<file path="config.mk">
export PLATFORM = sky130hd
export DESIGN_NAME = sdram_ctrlmod
export DESIGN_NICKNAME = d
export VERILOG_FILES = /design/src/rtl/sdram_pkg.sv /design/src/rtl/sdram_refresh_timer.sv /design/src/rtl/sdram_ctrlmod.sv
export SDC_FILE = /design/constraint.sdc
export NUM_CORES = 1
export LEC_CHECK = 0
export ABC_AREA = 0
export BUFFER_PORTS_ARGS = -buffer_cell sky130_fd_sc_hd__buf_2
export CAP_MARGIN = 20
export CORE_ASPECT_RATIO = 1.5
export CORE_MARGIN = 2
export CORE_UTILIZATION = 44
export DETAILED_ROUTE_END_ITERATION = 7
export PLACE_DENSITY = 0.77
export SLEW_MARGIN = 30
export SYNTH_ARGS = -nofsm -noshare
export SYNTH_HDL_FRONTEND = slang
export SYNTH_SLANG_ARGS = --single-unit
export TNS_END_PERCENT = 100
</file>
<file path="constraint.sdc">
create_clock -name clk -period 4.05 [get_ports clk]
set_clock_uncertainty 0.05 [all_clocks]
set_input_delay 0.81 -clock clk [delete_from_list [all_inputs] [get_ports clk]]
set_output_delay 0.81 -clock clk [all_outputs]
set_load 0.01 [all_outputs]
</file>
<file path="src/rtl/sdram_pkg.sv">
// Shared definitions for the SDRAM bus-side scheduler.
//   state_e       : scheduler FSM states
//   CALL_*        : one-hot call codes to sdram_funcmod
//                   ([3] write, [2] read, [1] refresh, [0] init)
//   T_REFRESH_DEF : default cycles between refresh calls (7.8 us at 133 MHz)
package sdram_pkg;

  typedef enum logic [2:0] {
    ST_INIT,
    ST_IDLE,
    ST_WRITE,
    ST_READ,
    ST_REFRESH,
    ST_ACK
  } state_e;

  localparam logic [3:0] CALL_WR   = 4'b1000;
  localparam logic [3:0] CALL_RD   = 4'b0100;
  localparam logic [3:0] CALL_REF  = 4'b0010;
  localparam logic [3:0] CALL_INIT = 4'b0001;

  localparam logic [15:0] T_REFRESH_DEF = 16'd1040;

endpackage

</file>
<file path="src/rtl/sdram_refresh_timer.sv">
// Refresh interval timer with a sticky pending flag.
//   clk, rst  : clock, asynchronous active-high reset
//   en        : counter runs only while high (SDRAM initialised)
//   clr_pend  : scheduler has taken the pending refresh
//   pend      : a refresh is owed; at most one is ever queued
module sdram_refresh_timer
  import sdram_pkg::*;
#(
  parameter logic [15:0] T_REFRESH = T_REFRESH_DEF
) (
  input  logic clk,
  input  logic rst,
  input  logic en,
  input  logic clr_pend,
  output logic pend
);

  logic [15:0] cnt_q, cnt_d;
  logic        pend_q, pend_d;
  logic        wrap;

  assign wrap = en && (cnt_q == T_REFRESH - 16'd1);

  always_comb begin
    cnt_d  = cnt_q;
    pend_d = pend_q;
    if (en) cnt_d = wrap ? 16'd0 : cnt_q + 16'd1;
    // A wrap on the same cycle as the take-over re-arms the flag: that is a
    // fresh interval expiring, not the one just serviced.
    if (wrap)          pend_d = 1'b1;
    else if (clr_pend) pend_d = 1'b0;
  end

  always_ff @(posedge clk or posedge rst) begin
    if (rst) begin
      cnt_q  <= 16'd0;
      pend_q <= 1'b0;
    end else begin
      cnt_q  <= cnt_d;
      pend_q <= pend_d;
    end
  end

  assign pend = pend_q;

endmodule

</file>
<file path="src/rtl/sdram_ctrlmod.sv">
// Bus-side SDRAM scheduler: issues INIT once, then arbitrates refresh against
// single-word CPU reads/writes and drives sdram_funcmod via one-hot call/done.
//   clk, rst             : clock, asynchronous active-high reset
//   req_i/we_i/sel_i/addr_i/wdata_i : bus request, held until ack_o
//   ack_o                : one-cycle completion pulse per bus transaction
//   rdata_o              : read data, held until the next read completes
//   init_done_o          : high once INIT has completed
//   call_o / done_i      : one-hot call to, and done pulse from, the function module
//   f_sel_o/f_addr_o/f_data_o : request fields latched when a transfer starts
//   f_data_i             : read data from the function module
module sdram_ctrlmod
  import sdram_pkg::*;
#(
  parameter logic [15:0] T_REFRESH = T_REFRESH_DEF
) (
  input  logic        clk,
  input  logic        rst,
  input  logic        req_i,
  input  logic        we_i,
  input  logic [3:0]  sel_i,
  input  logic [24:0] addr_i,
  input  logic [31:0] wdata_i,
  output logic        ack_o,
  output logic [31:0] rdata_o,
  output logic        init_done_o,
  output logic [3:0]  call_o,
  input  logic        done_i,
  output logic [3:0]  f_sel_o,
  output logic [24:0] f_addr_o,
  output logic [31:0] f_data_o,
  input  logic [31:0] f_data_i
);

  state_e      state_q, state_d;
  logic [3:0]  call_q, call_d;
  logic        ack_q, ack_d;
  logic [31:0] rdata_q, rdata_d;
  logic        init_done_q, init_done_d;
  logic [3:0]  f_sel_q, f_sel_d;
  logic [24:0] f_addr_q, f_addr_d;
  logic [31:0] f_data_q, f_data_d;
  logic        pend, clr_pend;

  sdram_refresh_timer #(.T_REFRESH(T_REFRESH)) u_ref (
    .clk      (clk),
    .rst      (rst),
    .en       (init_done_q),
    .clr_pend (clr_pend),
    .pend     (pend)
  );

  always_comb begin
    state_d     = state_q;
    call_d      = call_q;
    ack_d       = 1'b0;
    rdata_d     = rdata_q;
    init_done_d = init_done_q;
    f_sel_d     = f_sel_q;
    f_addr_d    = f_addr_q;
    f_data_d    = f_data_q;
    clr_pend    = 1'b0;
    case (state_q)
      ST_INIT: begin
        // Bus requests simply wait here; only the init call is issued.
        if (done_i) begin
          call_d      = 4'b0000;
          init_done_d = 1'b1;
          state_d     = ST_IDLE;
        end else begin
          call_d = CALL_INIT;
        end
      end
      ST_IDLE: begin
        if (pend) begin
          call_d   = CALL_REF;
          clr_pend = 1'b1;
          state_d  = ST_REFRESH;
        end else if (req_i) begin
          f_sel_d  = sel_i;
          f_addr_d = addr_i;
          f_data_d = wdata_i;
          call_d   = we_i ? CALL_WR : CALL_RD;
          state_d  = we_i ? ST_WRITE : ST_READ;
        end
      end
      // Call stays asserted through the edge that samples done, so the
      // function module sees it on its final step.
      ST_WRITE: begin
        if (done_i) begin
          call_d  = 4'b0000;
          ack_d   = 1'b1;
          state_d = ST_ACK;
        end
      end
      ST_READ: begin
        if (done_i) begin
          call_d  = 4'b0000;
          rdata_d = f_data_i;
          ack_d   = 1'b1;
          state_d = ST_ACK;
        end
      end
      ST_REFRESH: begin
        if (done_i) begin
          call_d  = 4'b0000;
          state_d = ST_IDLE;
        end
      end
      ST_ACK: state_d = ST_IDLE;  // req_i still high here is ignored
      default: begin
        call_d  = 4'b0000;
        state_d = ST_INIT;
      end
    endcase
  end

  always_ff @(posedge clk or posedge rst) begin
    if (rst) begin
      state_q     <= ST_INIT;
      call_q      <= 4'b0000;
      ack_q       <= 1'b0;
      rdata_q     <= 32'd0;
      init_done_q <= 1'b0;
      f_sel_q     <= 4'd0;
      f_addr_q    <= 25'd0;
      f_data_q    <= 32'd0;
    end else begin
      state_q     <= state_d;
      call_q      <= call_d;
      ack_q       <= ack_d;
      rdata_q     <= rdata_d;
      init_done_q <= init_done_d;
      f_sel_q     <= f_sel_d;
      f_addr_q    <= f_addr_d;
      f_data_q    <= f_data_d;
    end
  end

  assign call_o      = call_q;
  assign ack_o       = ack_q;
  assign rdata_o     = rdata_q;
  assign init_done_o = init_done_q;
  assign f_sel_o     = f_sel_q;
  assign f_addr_o    = f_addr_q;
  assign f_data_o    = f_data_q;

endmodule

</file>
==> results.json <==
{
  "worst_ep_arrival_time_ns": 2.38,
  "synth_cells": 313,
  "slew_headroom": 0.540,
  "worst-setup-path-type": "register to register",
  "drv_slew": 0,
  "cts_root_buf": "clkbuf_16",
  "hp-class": "register to register",
  "insertion_delay_ns": 0.40,
  "synth_common_cells": "119 x dfrtp_1, 57 x mux2_4, 35 x mux2_2",
  "status": "finished, final reports clean",
  "area_delta_synth_final_pct": 35.8,
  "antenna_found_initial": 1,
  "layout_min_cycle_time_ns": 2.14,
  "cts_buffer_depth": 2,
  "synth_top_area_frac": 0.607,
  "design_area_um2": 6660,
  "cts_tree": "done",
  "synth_most_common_cell": "dfrtp_1",
  "cp-start-kind": "register",
  "fillCellCount": 898,
  "ios": 197,
  "io_buffers": 196,
  "synth_edf_count": 0,
  "dieArea_um2": 12000,
  "synth_area_per_cell_um2": 15.7,
  "p_leak_uw": 0.00347,
  "synth_area_um2": 4910,
  "setup_violations": 0,
  "grt_setup_unrepaired": "false",
  "cp_max_fo": 12,
  "yosysSeqAreaShare": 0.607,
  "antenna_left": 0,
  "cts.sinks": 119,
  "synth_ff_type": "dfrtp_1",
  "total_power_uw": 5720,
  "wl_per_cell_um": 16.5,
  "period_share": 0.529,
  "place.gp.congestion": 0.824,
  "placed_area_um2": 6020,
  "wl_um": 11200,
  "ir_drop_mv": 0.458,
  "grt_pass1_vias": 3663,
  "cts_buffers": 17,
  "grt_util_met1": 0.213,
  "clk_pin_slew_ns": 0.06,
  "end_kind": "register",
  "synthTopCellsByArea": "dfrtp_1 61%, mux2_4 17%, mux2_2 8.0%",
  "cap_violations": 0,
  "worstMarginPinSlew_ns": 0.690,
  "p_per_area_nw_per_um2": 859,
  "synth_warnings": 0,
  "cts-resized-gates": 0,
  "grt.total_usage": 0.195,
  "core-area_um2": 10900,
  "drt-vias-per-instance": 4.80,
  "gr-max-usage-layer": "met2",
  "tns_ns": 0,
  "drive_above_1_share": 0.620,
  "grt_overflow": 0,
  "drt_iter0_drc": 79,
  "dieHeight_um": 133,
  "post_cts.repair.setup_buffers": 0,
  "synthArstFlopShare": 1.00,
  "synth.distinct_cells": 35,
  "num_vias": 3273,
  "ys_seq_elements": 119,
  "cts_hold_buf": 0,
  "grt_start_max_net_pins": 65,
  "dieWidth_um": 90.2,
  "fmax_mhz": 466,
  "hpwl_um": 8310,
  "initial_utilization": 0.449,
  "fin_cells": 682,
  "grt_use_met3": 0.0469,
  "yosys.area.top_type": "dfrtp_1",
  "place_inst": 649,
  "rows": 47,
  "firstDrtPassIters": 4,
  "syn_nets": 412,
  "grt_pass1_wl_um": 18300,
  "layout.nets": 620,
  "hold_viol": 0,
  "cts-htree-levels": 4,
  "use_met2": 0.350,
  "cp.required_ns": 4.29,
  "drc_errors": 0
}
-- sequential cells by signal (all words and copies together) (netlist names) --
signal,cells
f_addr_o,25
f_data_o,32
init_done_o,1
f_sel_o,4
u_ref.cnt_q,16
state_q,3
rdata_o,32
u_ref.pend,1
call_o,4
ack_o,1
-- critical path, cell delays in order, from the launching register on --
cell      delay, ns
dfrtp_1        0.54
nor3b_2        0.26
nand3b_1       0.34
buf_6          0.29
buf_4          0.22
mux2_4         0.32
-- layer usage --
metal  wire length, um  vias up
met2              6150      109
met1              4240     1618
met5                 0        -
met3               470       31
met4               391        0
li1                  -     1515
-- stage by stage --
| stage | utilization | hold WS, ns | setup WS (ns) |
|---|---|---|---|
| after floorplan | - | 0.397 | 0.0325 |
| after global placement | 0.549 | 0.413 | 1.43 |
| after detailed placement | 0.550 | 0.421 | 1.75 |
| after CTS | 0.609 | 0.450 | 1.90 |
| after global routing | 0.609 | 0.454 | 1.79 |
| final | 0.609 | 0.449 | 1.91 |
-- path summary, 6_finish.rpt --
kind | slack (ns) | from | end | cells after the start
min in group asynchronous | 0.47 | rst | f_addr_o[7] | 2
max in group asynchronous | 2.71 | rst | rdata_o[20] | 3
hold reg to reg | 0.45 | u_ref.cnt_q[15] | u_ref.cnt_q[15] | 1
hold / removal | 0.45 | u_ref.cnt_q[15] | u_ref.cnt_q[15] | 1
setup reg to reg | 1.91 | state_q[0] | f_data_o[6] | 5
setup / recovery | 1.91 | state_q[0] | f_data_o[6] | 5
-- power by group --
group / leakage, uW / switching (uW) / internal [uW]
Sequential: 0.00143 / 346 / 1740
Combinational: 0.00174 / 888 / 1150
Clock: 0.000299 / 549 / 1050
-- final cells by class --
type                            count  area, um2  area share
Timing Repair Buffer              203       1060       0.159
Inverter                            4       17.5     0.00263
Clock inverter                     14        199      0.0299
Sequential cell                   119       2980       0.447
Multi-Input combinational cell    176       1780       0.267
Antenna cell                        1       2.50    0.000376
Tap cell                          147        184      0.0276
Clock buffer                       18        439      0.0659
-- cell families after synthesis --
logic type	count (synthesis)	synth area share
flops	119	0.607
fa+ha+maj	1	0.00255
compound gates	17	0.0237
simple gates	51	0.0538
buf+inv	18	0.0306
mux	94	0.259
xor+xnor	13	0.0232
-- cell usage in the layout, fill, tap and decap left out, types with 2 or more instances in the layout --
| cell type | n |
|---|---|
| nand3_1 | 7 |
| inv_1 | 3 |
| buf_12 | 2 |
| xor2_1 | 5 |
| xnor2_1 | 8 |
| inv_6 | 2 |
| nor3_1 | 4 |
| clkinv_4 | 3 |
| nand2_1 | 12 |
| and3_1 | 2 |
| dfrtp_1 | 119 |
| clkbuf_16 | 17 |
| o21bai_1 | 2 |
| buf_2 | 196 |
| nand4_1 | 4 |
| mux2_2 | 35 |
| a22o_1 | 2 |
| a21oi_1 | 3 |
| clkinvlp_4 | 4 |
| nor2b_1 | 3 |
| buf_4 | 4 |
| nor2_1 | 12 |
| o21ai_0 | 3 |
| bufinv_16 | 4 |
| mux2_4 | 57 |
| a21o_1 | 3 |
Power figures use the tool's default switching activity.
